[src/rtl/fifo_sync_pkg.sv]
// Shared helpers for async-FIFO pointer synchronisation: stage limits and
// Gray/binary conversion on a 32-bit container (callers zero-extend and truncate).
package fifo_sync_pkg;

  localparam int unsigned MIN_SYNC_STAGES = 2;
  localparam int unsigned MAX_SYNC_STAGES = 4;
  localparam int unsigned PTR_MAX_W       = 32;

  // Gray to binary: each binary bit is the XOR of all Gray bits at or above it
  function automatic logic [PTR_MAX_W-1:0] gray2bin(input logic [PTR_MAX_W-1:0] ptr);
    logic [PTR_MAX_W-1:0] bin;
    bin[PTR_MAX_W-1] = ptr[PTR_MAX_W-1];
    for (int i = PTR_MAX_W - 2; i >= 0; i--) begin
      bin[i] = bin[i+1] ^ ptr[i];
    end
    return bin;
  endfunction

  // Binary to Gray, used by the FIFO pointer counters
  function automatic logic [PTR_MAX_W-1:0] bin2gray(input logic [PTR_MAX_W-1:0] ptr);
    return ptr ^ (ptr >> 1);
  endfunction

  // Number of set bits, used for the Gray Hamming-distance check
  function automatic int unsigned popcount(input logic [PTR_MAX_W-1:0] ptr);
    int unsigned cnt;
    cnt = 0;
    for (int i = 0; i < PTR_MAX_W; i++) begin
      cnt += int'(ptr[i]);
    end
    return cnt;
  endfunction

endpackage

[src/rtl/sync_chain.sv]
// WIDTH x STAGES flop chain for clock-domain crossing; STAGES must be >= 2.
module sync_chain #(
  parameter int unsigned WIDTH  = 1,
  parameter int unsigned STAGES = 2
) (
  input  logic             clk,
  input  logic             rst_n,
  input  logic [WIDTH-1:0] d_i,
  output logic [WIDTH-1:0] q_o
);

  logic [STAGES-1:0][WIDTH-1:0] stage_q;

  // Shift the input through the chain; stage 0 is the metastability catcher
  always_ff @(posedge clk or negedge rst_n) begin
    if (!rst_n) begin
      stage_q <= '0;
    end else begin
      stage_q <= {stage_q[STAGES-2:0], d_i};
    end
  end

  assign q_o = stage_q[STAGES-1];

endmodule

[src/rtl/gray_ptr_sync.sv]
// Gray pointer synchroniser with registered binary, change pulse and delta.
// Optional Gray-step checker enabled by defining GRAY_PTR_SYNC_CHECK_EN.
module gray_ptr_sync
  import fifo_sync_pkg::*;
#(
  parameter int unsigned ADDR_WIDTH  = 4,
  parameter int unsigned SYNC_STAGES = 2
) (
  input  logic                CLK,
  input  logic                RSTn,
  input  logic [ADDR_WIDTH:0] ptr_gray_in,
  input  logic                err_clr,
  output logic [ADDR_WIDTH:0] ptr_gray_sync,
  output logic [ADDR_WIDTH:0] ptr_bin,
  output logic                ptr_upd,
  output logic [ADDR_WIDTH:0] ptr_delta,
  output logic                ptr_err
);

  localparam int unsigned PTR_W = ADDR_WIDTH + 1;

  // Reject unsupported chain depths at elaboration
  if (SYNC_STAGES < MIN_SYNC_STAGES || SYNC_STAGES > MAX_SYNC_STAGES) begin : g_bad_stages
    $error("gray_ptr_sync: SYNC_STAGES must be within 2..4");
  end

  logic [PTR_W-1:0] gray_sync;
  logic [PTR_W-1:0] bin_c;
  logic [PTR_W-1:0] bin_d,   bin_q;
  logic             upd_d,   upd_q;
  logic [PTR_W-1:0] delta_d, delta_q;

  sync_chain #(
    .WIDTH  (PTR_W),
    .STAGES (SYNC_STAGES)
  ) u_sync_chain (
    .clk   (CLK),
    .rst_n (RSTn),
    .d_i   (ptr_gray_in),
    .q_o   (gray_sync)
  );

  assign bin_c = PTR_W'(gray2bin(PTR_MAX_W'(gray_sync)));

  // Next binary, change pulse and modulo advance; delta holds between changes
  always_comb begin
    bin_d   = bin_c;
    upd_d   = 1'b0;
    delta_d = delta_q;
    if (bin_c != bin_q) begin
      upd_d   = 1'b1;
      delta_d = PTR_W'(bin_c - bin_q);
    end
  end

  // Binary pointer, update pulse and delta registers
  always_ff @(posedge CLK or negedge RSTn) begin
    if (!RSTn) begin
      bin_q   <= '0;
      upd_q   <= 1'b0;
      delta_q <= '0;
    end else begin
      bin_q   <= bin_d;
      upd_q   <= upd_d;
      delta_q <= delta_d;
    end
  end

`ifdef GRAY_PTR_SYNC_CHECK_EN
  logic [PTR_W-1:0] prev_q;
  logic             viol_c;
  logic             err_d, err_q;

  assign viol_c = popcount(PTR_MAX_W'(gray_sync ^ prev_q)) > 1;

  // Sticky flag; a new violation beats a simultaneous clear
  always_comb begin
    err_d = err_q;
    if (viol_c) begin
      err_d = 1'b1;
    end else if (err_clr) begin
      err_d = 1'b0;
    end
  end

  // Previous synchronised Gray value and error flag
  always_ff @(posedge CLK or negedge RSTn) begin
    if (!RSTn) begin
      prev_q <= '0;
      err_q  <= 1'b0;
    end else begin
      prev_q <= gray_sync;
      err_q  <= err_d;
    end
  end

  assign ptr_err = err_q;
`else
  logic unused_err_clr;
  assign unused_err_clr = err_clr;
  assign ptr_err        = 1'b0;
`endif

  assign ptr_gray_sync = gray_sync;
  assign ptr_bin       = bin_q;
  assign ptr_upd       = upd_q;
  assign ptr_delta     = delta_q;

endmodule

[config.mk]
export PLATFORM = sky130hd
export DESIGN_NAME = gray_ptr_sync
export DESIGN_NICKNAME = d
export VERILOG_FILES = /design/src/rtl/fifo_sync_pkg.sv /design/src/rtl/sync_chain.sv /design/src/rtl/gray_ptr_sync.sv
export SDC_FILE = /design/constraint.sdc
export NUM_CORES = 1
export LEC_CHECK = 0
export BUFFER_PORTS_ARGS = -buffer_cell sky130_fd_sc_hd__buf_2
export CAP_MARGIN = 0
export CORE_MARGIN = 2
export CORE_UTILIZATION = 53
export DETAILED_ROUTE_END_ITERATION = 8
export PLACE_DENSITY = 0.81
export SYNTH_ARGS = -nofsm -noshare
export SYNTH_HDL_FRONTEND = slang
export SYNTH_HIERARCHICAL = 1
export SYNTH_SLANG_ARGS = --single-unit
[constraint.sdc]
create_clock -name CLK -period 5 [get_ports CLK]
set_clock_uncertainty 0.05 [all_clocks]
set_input_delay 0.5 -clock CLK [delete_from_list [all_inputs] [get_ports CLK]]
set_output_delay 0.5 -clock CLK [all_outputs]
set_load 0.02 [all_outputs]
==> impl_metrics.json, run 1 <==
{
  "cp_data_arrival_time_ns": 2.72,
  "comb_power_share": 0.354,
  "io_buffer_count": 22,
  "grt_pass1_wl_mm": 2.33,
  "cts_root_buffer": "sky130_fd_sc_hd__clkbuf_4",
  "detail_route.iter0.violations": 1,
  "design.portCount": 25,
  "number_of_buffers_on_the_longest_clock_path": 2,
  "synth.ff_latch_count": 21,
  "crit_type": "reg2reg",
  "finalHoldViolations": 0,
  "power_switching_share": 0.366,
  "nFillCells": 136,
  "maxSlewViolCount": 0,
  "worst-path-max-fanout": 4,
  "cts.hold.buffers_added": 0,
  "crit_path_cell_trace": "xor2_2 > xnor2_2 > xor2_2 > inv_1 > ha_1 > a2111oi_0 > a21oi_1 > o311ai_0",
  "end_kind": "flop",
  "critPathMostFrequentCell": "sky130_fd_sc_hd__xor2_2",
  "power.leakage_nw": 0.487,
  "tightestPinTransition_ns": 0.538,
  "vdd.ir_drop.worst_mv": 0.239,
  "cts.reportedPaths.clkPinSlew_ns": 0.11,
  "postCtsSetupRepairBufs": 0,
  "floorplan.core_area_mm2": 0.00152,
  "syn-num-nets": 83,
  "cts_made_buffers": 3,
  "grt_util_all_layers": 0.172,
  "cts_tree": "yes",
  "hold_ws_ns": 0.0747,
  "synth.largest_area_cell": "sky130_fd_sc_hd__dfrtp_1",
  "timing.final.crit_period_ns": 2.63,
  "number_of_inserted_diodes": 0,
  "post_cts_resized": 0,
  "critical_path.startpoint_type": "flop",
  "number_of_antenna_violations_at_the_first_check_in_global_routing": 0,
  "final_estimated_routing_congestion_in_global_placement": 0.704,
  "number_of_standard_cell_rows_in_the_floorplan": 14,
  "detail_route.vias_per_cell": 5.27,
  "postSynthAreaPerCell_um2": 12.5,
  "number_of_setup_violations_in_the_final_report": 0,
  "synth_warnings": 6,
  "proportion_of_netlist_area_held_by_the_largest_area_contributor": 0.598,
  "top_post_synthesis_cells_by_area": "sky130_fd_sc_hd__dfrtp_1, sky130_fd_sc_hd__ha_1, sky130_fd_sc_hd__buf_4",
  "syn_std_cell_area_um2": 878,
  "share_seq_of_total_power": 0.472,
  "tns_ns": 0,
  "clock_network_fraction_of_design_power": 0.174,
  "power_per_cell_area_mw_per_mm2": 461,
  "cts.sink_count": 21,
  "number_of_global_route_vias_before_repair": 593,
  "nets": 104,
  "dp.final_hpwl_mm": 1.02,
  "p_switching_w": 0.000168,
  "drc_errors": 0,
  "rsz0062_at_grt": "false",
  "layout_worst_path_cycle_share": 0.525,
  "grt_remaining_overflow": 0,
  "initial_utilization": 0.576,
  "worst_path_largest_cell_delay_ns": 0.49,
  "synth_cell_types": 21,
  "die_h_um": 44.7,
  "detailroute.via_count": 559,
  "clock_tree.htree_level_count": 1,
  "cp.required_ns": 5.09,
  "finalInstanceArea_um2": 993,
  "die_area_mm2": 0.00200,
  "route.detailed.wl_per_inst_um": 12.7,
  "area_growth_syn_to_layout_pct": 13.1,
  "synth.yosys.seq_area_share": 0.598,
  "clock_latency_on_the_worst_skew_pair_ns": 0.30,
  "layout-drive-gt1-share": 0.322,
  "cp_slowest_cell": "sky130_fd_sc_hd__a2111oi_0",
  "first_pass_iters": 2,
  "syn-instance-count": 70,
  "cap_viol_max_count": 0,
  "ant_nets": 0,
  "holdCritPathClass": "in2async",
  "max_freq_mhz": 381,
  "outcome": "completed",
  "grt_max_degree": 22,
  "power.internal_w": 0.000290,
  "slew-limit-headroom": 0.637,
  "placed_cell_area_um2": 963,
  "finalWirelength_mm": 1.35,
  "fp.dieW_um": 44.7
}
## Yosys cell counts
| library cell | count |
|---|---|
| sky130_fd_sc_hd__and4_1 | 1 |
| sky130_fd_sc_hd__nand3_1 | 3 |
| sky130_fd_sc_hd__nor2_1 | 4 |
| sky130_fd_sc_hd__a2111oi_0 | 1 |
| sky130_fd_sc_hd__dfrtp_1 | 21 |
| sky130_fd_sc_hd__ha_1 | 4 |
| sky130_fd_sc_hd__buf_4 | 6 |
| sky130_fd_sc_hd__xor2_2 | 2 |
| sky130_fd_sc_hd__nand3b_1 | 1 |
| sky130_fd_sc_hd__a21oi_1 | 5 |
| sky130_fd_sc_hd__inv_1 | 7 |
| sky130_fd_sc_hd__nand2_1 | 4 |
| sky130_fd_sc_hd__xnor2_1 | 2 |
| sky130_fd_sc_hd__xor2_1 | 2 |
| sky130_fd_sc_hd__xnor2_2 | 1 |
| sky130_fd_sc_hd__o311ai_0 | 1 |
| sky130_fd_sc_hd__nor2b_1 | 1 |
| sky130_fd_sc_hd__o21ai_0 | 1 |
| sky130_fd_sc_hd__conb_1 | 1 |
| sky130_fd_sc_hd__fa_1 | 1 |
| sky130_fd_sc_hd__a32oi_1 | 1 |
## flip-flops by register name, summed over array words and instances (netlist names)
signal and count:
ptr_upd 1, u_sync_chain/q_o 5, u_sync_chain/stage_q 5, ptr_bin 5
ptr_delta 5
## power by group through the flow
stage	Sequential (W)	Combinational [W]	Clock, W
5_1_grt	0.000221	0.000177	0.0000914
2_1_floorplan	0.000252	0.0000804	0
6_report	0.000216	0.000162	0.0000796
3_5_place_dp	0.000221	0.000160	0
4_1_cts	0.000218	0.000163	0.0000841
3_3_place_gp	0.000218	0.000154	0
## critical path, delay by kind of cell (launching register included)
kind,cells,cell delay [ns]
AO/OA/AOI/OAI,3,0.82
XOR/XNOR,3,0.71
adder cells (fa/ha/maj),1,0.33
buffers and inverters,1,0.11
flip-flops,1,0.46
## cell usage in the layout, fill, tap and decap left out
master,count
sky130_fd_sc_hd__and4_1,1
sky130_fd_sc_hd__o21ai_0,1
sky130_fd_sc_hd__xor2_2,2
sky130_fd_sc_hd__nand3b_1,1
sky130_fd_sc_hd__xor2_1,2
sky130_fd_sc_hd__dfrtp_1,21
sky130_fd_sc_hd__a21oi_1,5
sky130_fd_sc_hd__ha_1,4
sky130_fd_sc_hd__conb_1,1
sky130_fd_sc_hd__nor2_1,4
sky130_fd_sc_hd__clkbuf_4,3
sky130_fd_sc_hd__fa_1,1
sky130_fd_sc_hd__inv_1,7
sky130_fd_sc_hd__nand3_1,3
sky130_fd_sc_hd__a2111oi_0,1
sky130_fd_sc_hd__buf_2,22
sky130_fd_sc_hd__a32oi_1,1
sky130_fd_sc_hd__xnor2_1,2
sky130_fd_sc_hd__xnor2_2,1
sky130_fd_sc_hd__nor2b_1,1
sky130_fd_sc_hd__clkinvlp_4,1
sky130_fd_sc_hd__nand2_1,4
sky130_fd_sc_hd__o311ai_0,1
## final timing paths
kind	slack, ns	endpoint	start	cells past startpoint
max in group asynchronous	4.52	u_sync_chain/stage_q[2]	RSTn	1
worst max-delay path	2.37	ptr_delta[3]	u_sync_chain/q_o[4]	8
worst min register to register	0.31	u_sync_chain/q_o[1]	u_sync_chain/stage_q[1]	0
min in group CLK	0.25	u_sync_chain/stage_q[2]	ptr_gray_in[2]	1
worst max register to register	2.37	ptr_delta[3]	u_sync_chain/q_o[4]	8
worst min-delay path	0.07	ptr_delta[0]	RSTn	1
## metal layers
layer  track usage  wire, um
met5             0         0
met4        0.0788        25
met3        0.0760        93
met2         0.316       732
met1         0.161       496
## final cells by class
cell class                      instances  area, um^2  share of cell area
Clock buffer                            3        22.5              0.0227
Clock inverter                          1        7.51             0.00756
Inverter                                7        26.3              0.0264
Multi-Input combinational cell         36         282               0.283
Sequential cell                        21         526               0.529
Tap cell                               16        20.0              0.0202
Timing Repair Buffer                   22         110               0.111
## through the flow
stage          worst slack, ns  utilization  cells  power (W)
2_1_floorplan             2.62            -     70   0.000332
3_3_place_gp              2.54        0.632    102   0.000373
3_5_place_dp              2.49        0.632    102   0.000381
4_1_cts                   2.42        0.652    106   0.000464
5_1_grt                   2.24        0.652    106   0.000490
6_report                  2.37        0.652    106   0.000458
## cell families after synthesis
logic type               count (synthesis)  share of synthesized area
flip-flops                              21                      0.598
AND/OR/NAND/NOR                         14                     0.0769
buffers and inverters                   13                     0.0812
AO/OA/AOI/OAI                            9                     0.0641
XOR/XNOR                                 7                     0.0955
adder cells (fa/ha/maj)                  5                     0.0798
other                                    1                    0.00427
Power figures use the tool's default switching activity.
==> run 2, diff against run 1 <==
--- a/config.mk
+++ b/config.mk
@@ -8,9 +8,9 @@
 export BUFFER_PORTS_ARGS = -buffer_cell sky130_fd_sc_hd__buf_2
 export CAP_MARGIN = 0
 export CORE_MARGIN = 2
-export CORE_UTILIZATION = 53
+export CORE_UTILIZATION = 44
 export DETAILED_ROUTE_END_ITERATION = 8
-export PLACE_DENSITY = 0.81
+export PLACE_DENSITY = 0.72
 export SYNTH_ARGS = -nofsm -noshare
 export SYNTH_HDL_FRONTEND = slang
 export SYNTH_HIERARCHICAL = 1
==> constraint.sdc (replaced) <==
create_clock -name CLK -period 2.4 [get_ports CLK]
set_clock_uncertainty 0.05 [all_clocks]
set_input_delay 0.24 -clock CLK [delete_from_list [all_inputs] [get_ports CLK]]
set_output_delay 0.24 -clock CLK [all_outputs]
set_load 0.02 [all_outputs]
==> run 2 against run 1 <==
Total power up 120%. Wire length up 3.9%. Count of clock-buffer cells in the layout up 1. Sequential cell count unchanged. Via count up 2.1%. Cell count up 20%. Combinational power up 130%. Highest routed layer unchanged. Hold slack better by 0.23 ns. Worst setup slack worse by 2.3 ns. Register-to-register slack worse by 2.3 ns.
==> impl_metrics.json, run 2 (synthesis gave the netlist of run 1 again) <==
{
  "finalWirelength_mm": 1.40,
  "io_buffer_count": 22,
  "cts_tree": "yes",
  "number_of_inserted_diodes": 0,
  "final_estimated_routing_congestion_in_global_placement": 0.782,
  "critical_path.startpoint_type": "flop",
  "most_frequent_cells_in_the_layout": "sky130_fd_sc_hd__buf_2, sky130_fd_sc_hd__dfrtp_1, sky130_fd_sc_hd__inv_1",
  "nets": 114,
  "cts_made_buffers": 3,
  "layout_commonest_cell": "sky130_fd_sc_hd__buf_2",
  "initial_utilization": 0.457,
  "die_h_um": 48.7,
  "grt_remaining_overflow": 0,
  "cts.sink_count": 21,
  "cp.required_ns": 2.58,
  "design.portCount": 25,
  "rsz0062_at_grt": "true",
  "cts.reportedPaths.clkPinSlew_ns": 0.11,
  "number_of_global_route_vias_before_repair": 622,
  "grt_util_all_layers": 0.131,
  "layout_worst_path_cycle_share": 0.957,
  "utilization": 0.576,
  "outcome": "completed",
  "area_growth_syn_to_layout_pct": 25.9,
  "drc_errors": 0,
  "grt_pass1_wl_mm": 2.40,
  "max_freq_mhz": 436,
  "hold_ws_ns": 0.307,
  "crit_type": "reg2reg",
  "end_kind": "flop",
  "die_area_mm2": 0.00237,
  "finalHoldViolations": 0,
  "power_per_cell_area_mw_per_mm2": 891,
  "cts_root_buffer": "sky130_fd_sc_hd__clkbuf_4",
  "number_of_setup_violations_in_the_final_report": 0,
  "largest_delay_contributor_family_on_the_critical_path": "XOR/XNOR gates",
  "cp_slowest_cell": "sky130_fd_sc_hd__dfrtp_1",
  "layout-drive-gt1-share": 0.360,
  "nFillCells": 173,
  "detail_route.vias_per_cell": 4.50,
  "number_of_buffers_on_the_longest_clock_path": 2,
  "maxSlewViolCount": 0,
  "clock_tree.htree_level_count": 1,
  "crit_path_cell_trace": "xor2_2 > xnor2_2 > xor2_2 > xor2_1 > ha_2 > fa_2 > nor2b_1 > o21ai_1 > nand2_1 > a32oi_1",
  "worst-path-buf-inv": 0,
  "floorplan.core_area_mm2": 0.00192,
  "clock_latency_on_the_worst_skew_pair_ns": 0.30,
  "ant_nets": 0,
  "cp_data_arrival_time_ns": 2.47,
  "timing.final.crit_period_ns": 2.30,
  "fp.dieW_um": 48.7,
  "vdd.ir_drop.worst_mv": 0.539,
  "critPathMostFrequentCell": "sky130_fd_sc_hd__xor2_2",
  "power.leakage_nw": 0.531,
  "grt_max_degree": 22,
  "tns_ns": 0,
  "holdCritPathClass": "reg2reg",
  "number_of_standard_cell_rows_in_the_floorplan": 16,
  "number_of_antenna_violations_at_the_first_check_in_global_routing": 0,
  "dp.final_hpwl_mm": 1.03,
  "cap_viol_max_count": 0,
  "route.detailed.wl_per_inst_um": 11.0,
  "worst_path_largest_cell_delay_ns": 0.43,
  "detailroute.via_count": 571,
  "detail_route.iter0.violations": 6,
  "worst-path-max-fanout": 3,
  "first_pass_iters": 4
}
==> run 2: layer usage <==
metal | wire length (um) | global-route usage
met2 | 738 | 0.233
met3 | 58 | 0.0247
met5 | 0 | 0
met1 | 582 | 0.149
met4 | 19 | 0.0667
==> run 2: repair_timing <==
| item | 4_1_cts | 5_1_grt |
|---|---|---|
| setup endpoints to repair | 1 | 3 |
| setup buffers | 1 | 1 |
| gates resized for setup | 0 | 6 |
| pin swaps | 1 | 2 |
| hold buffers | 6 | 0 |
| endpoints found under the hold margin | 26 | 0 |
==> run 2: stage by stage <==
stage / total power [W] / setup WS [ns] / instances / area, um^2
CTS: 0.000971 / 0.0332 / 126 / 1090
global route: 0.00105 / -0.0332 / 127 / 1110
global placement: 0.000783 / 0.0529 / 115 / 992
finish: 0.000985 / 0.104 / 127 / 1110
detailed placement: 0.000800 / 0.00247 / 115 / 992
floorplan: 0.000692 / 0.0159 / 70 / 878
==> run 2: area by class of cell <==
class                           count  area, um^2  share of cell area
Clock buffer                        4        26.3              0.0238
Inverter                            7        26.3              0.0238
Sequential cell                    21         526               0.475
Timing Repair Buffer               32         200               0.181
Tap cell                           27        33.8              0.0305
Multi-Input combinational cell     36         294               0.266
==> run 2: where the power goes <==
group	switching, W	leakage, nW	total (W)	internal, W
combinational	0.000219	0.274	0.000371	0.000152
clock	0.0000991	0.0150	0.000164	0.0000647
sequential	0.0000332	0.242	0.000450	0.000417
total	0.000352	0.531	0.000985	0.000634
==> run 2: worst reg2reg max path: stages, from the launching register on <==
cell,delay [ns]
sky130_fd_sc_hd__dfrtp_1,0.43
sky130_fd_sc_hd__xor2_2,0.20
sky130_fd_sc_hd__xnor2_2,0.24
sky130_fd_sc_hd__xor2_2,0.20
sky130_fd_sc_hd__xor2_1,0.19
sky130_fd_sc_hd__ha_2,0.23
sky130_fd_sc_hd__fa_2,0.22
sky130_fd_sc_hd__nor2b_1,0.05
sky130_fd_sc_hd__o21ai_1,0.17
sky130_fd_sc_hd__nand2_1,0.07
sky130_fd_sc_hd__a32oi_1,0.18
==> run 2: worst paths after layout <==
path / depth (start not counted) / start / end / slack (ns)
max reg2reg: 10 / u_sync_chain/q_o[4] / ptr_delta[4] / 0.10
max: 10 / u_sync_chain/q_o[4] / ptr_delta[4] / 0.10
min reg2reg: 0 / u_sync_chain/stage_q[2] / u_sync_chain/q_o[2] / 0.31
min: 0 / u_sync_chain/stage_q[2] / u_sync_chain/q_o[2] / 0.31
max in group asynchronous: 2 / RSTn / u_sync_chain/q_o[1] / 1.62
min in group asynchronous: 2 / RSTn / ptr_delta[4] / 0.36
==> run 3, diff against run 2 <==
--- a/config.mk
+++ b/config.mk
@@ -8,9 +8,10 @@
 export BUFFER_PORTS_ARGS = -buffer_cell sky130_fd_sc_hd__buf_2
 export CAP_MARGIN = 0
 export CORE_MARGIN = 2
-export CORE_UTILIZATION = 44
+export CORE_UTILIZATION = 56
+export CTS_BUF_LIST = sky130_fd_sc_hd__clkbuf_2
 export DETAILED_ROUTE_END_ITERATION = 8
-export PLACE_DENSITY = 0.72
+export PLACE_DENSITY = 0.85
 export SYNTH_ARGS = -nofsm -noshare
 export SYNTH_HDL_FRONTEND = slang
 export SYNTH_HIERARCHICAL = 1
==> constraint.sdc (replaced) <==
create_clock -name CLK -period 2.76 [get_ports CLK]
set_clock_uncertainty 0.05 [all_clocks]
set_input_delay 0.276 -clock CLK [delete_from_list [all_inputs] [get_ports CLK]]
set_output_delay 0.276 -clock CLK [all_outputs]
set_load 0.02 [all_outputs]
==> run 3 against run 2 <==
First-iteration DRC count grew 17%. Via count shrank 1.4%. Utilization increased by 13 points. Wire length fell by 13%. Critical path depth unchanged. Critical path type unchanged. Largest power group unchanged.
==> impl_metrics.json, run 3 (synthesis gave the netlist of run 1 again) <==
{
  "outcome": "completed",
  "timing.final.crit_period_ns": 2.51,
  "design.portCount": 25,
  "finalInstanceArea_mm2": 0.00104,
  "power_switching_share": 0.360,
  "io_buffer_count": 22,
  "most_frequent_cells_in_the_layout": "sky130_fd_sc_hd__buf_2, sky130_fd_sc_hd__dfrtp_1, sky130_fd_sc_hd__inv_1",
  "clock_latency_on_the_worst_skew_pair_ns": 0.31,
  "clock_tree.htree_level_count": 1,
  "number_of_standard_cell_rows_in_the_floorplan": 14,
  "cp_data_arrival_time_ns": 2.65,
  "vdd.ir_drop.worst_mv": 0.427,
  "finalWirelength_mm": 1.21,
  "first_pass_iters": 4,
  "dp.final_hpwl_um": 913,
  "end_kind": "flop",
  "nets": 110,
  "critical_path.startpoint_type": "flop",
  "power.internal_w": 0.000514,
  "detailroute.via_count": 563,
  "die_h_um": 43.6,
  "holdCritPathClass": "reg2reg",
  "crit_path_start": "u_sync_chain/q_o[4]",
  "tns_ns": 0,
  "crit_path_cell_trace": "xor2_2 > xnor2_2 > xor2_2 > xor2_1 > ha_1 > fa_1 > nor2b_1 > o21ai_0 > nand2_1 > a32oi_1",
  "number_of_antenna_violations_at_the_first_check_in_global_routing": 0,
  "layout-drive-gt1-share": 0.302,
  "area_growth_syn_to_layout_pct": 18.8,
  "power_per_cell_area_mw_per_mm2": 769,
  "cp.required_ns": 2.90,
  "grt_pass1_wl_mm": 1.97,
  "number_of_inserted_diodes": 0,
  "ant_nets": 0,
  "critPathMostFrequentCell": "sky130_fd_sc_hd__xor2_2",
  "p_switching_w": 0.000289,
  "regToRegStartpoint": "u_sync_chain/q_o[4]",
  "cts_tree": "yes",
  "number_of_global_route_vias_before_repair": 517,
  "grt_util_all_layers": 0.142,
  "power.leakage_nw": 0.515,
  "cp_slowest_cell": "sky130_fd_sc_hd__dfrtp_1",
  "crit_type": "reg2reg",
  "die_area_mm2": 0.00190,
  "cts_made_buffers": 3,
  "cts_root_buffer": "sky130_fd_sc_hd__clkbuf_2",
  "detail_route.iter0.violations": 7,
  "numPlacedInstances": 102,
  "placed_cell_area_um2": 963,
  "clock_network_fraction_of_design_power": 0.154,
  "finalHoldViolations": 0,
  "detail_route.vias_per_cell": 5.03,
  "fp.dieW_um": 43.6,
  "largest_delay_contributor_family_on_the_critical_path": "XOR/XNOR gates",
  "grt_max_degree": 22,
  "maxSlewViolCount": 0,
  "final_estimated_routing_congestion_in_global_placement": 0.743,
  "layoutNonFillerInstCount": 112,
  "postCtsSetupRepairBufs": 0,
  "worst-path-max-fanout": 4,
  "cts.reportedPaths.clkPinSlew_ns": 0.19,
  "share_seq_of_total_power": 0.485,
  "cts.hold.buffers_added": 6,
  "rsz0062_at_grt": "false",
  "cap_viol_max_count": 0,
  "max_freq_mhz": 398,
  "route.detailed.wl_per_inst_um": 10.8,
  "comb_power_share": 0.361,
  "layout_commonest_cell": "sky130_fd_sc_hd__buf_2",
  "drc_errors": 0,
  "post_cts_resized": 0,
  "grt_remaining_overflow": 0,
  "floorplan.core_area_mm2": 0.00149,
  "number_of_setup_violations_in_the_final_report": 0,
  "hold_path.startpoint": "u_sync_chain/stage_q[0]",
  "worst-path-buf-inv": 0,
  "cts.sink_count": 21,
  "worst_path_largest_cell_delay_ns": 0.48,
  "initial_utilization": 0.590,
  "number_of_buffers_on_the_longest_clock_path": 2,
  "layout_worst_path_cycle_share": 0.910
}
run 3: cell types whose count changed in the layout (fill, tap and decap cells not counted), sizes merged:
cell  delta
buf      -4
run 3: worst paths after layout:
kind	slack, ns	endpoint	cells after the start
worst max-delay path	0.25	ptr_delta[4]	10
worst min register to register	0.33	u_sync_chain/q_o[0]	0
min in group asynchronous	0.36	ptr_delta[4]	2
worst max register to register	0.25	ptr_delta[4]	10
worst min-delay path	0.33	u_sync_chain/q_o[0]	0
max in group asynchronous	1.99	ptr_bin[1]	2
run 3: final cells by class:
class / instances / area, um^2
multi-input combinational: 36 / 282
timing repair buffer: 28 / 170
clock buffer: 4 / 20.0
fill: 122 / 445
inverter: 7 / 26.3
sequential: 21 / 526
tap: 16 / 20.0
run 3: power by group through the flow:
| stage | sequential (W) | combinational, W | clock, W |
|---|---|---|---|
| 4_1_cts | 0.000392 | 0.000293 | 0.000129 |
| 2_1_floorplan | 0.000456 | 0.000146 | 0 |
| 5_1_grt | 0.000401 | 0.000316 | 0.000138 |
| 3_3_place_gp | 0.000395 | 0.000278 | 0 |
| 3_5_place_dp | 0.000399 | 0.000285 | 0 |
| 6_report | 0.000390 | 0.000290 | 0.000123 |
run 3: metrics by stage:
stage | setup WS [ns] | total power [W] | hold WS (ns) | util
after global placement | 0.293 | 0.000674 | 0.192 | 0.647
after floorplan | 0.376 | 0.000601 | -0.0696 | -
final | 0.248 | 0.000803 | 0.326 | 0.701
after global routing | 0.119 | 0.000855 | 0.334 | 0.701
after CTS | 0.213 | 0.000814 | 0.331 | 0.701
after detailed placement | 0.242 | 0.000684 | 0.199 | 0.647
run 3: layer usage:
metal / wire [um] / track usage
met3: 63 / 0.0250
met2: 610 / 0.253
met5: 0 / 0
met1: 532 / 0.161
met4: 5 / 0.0727
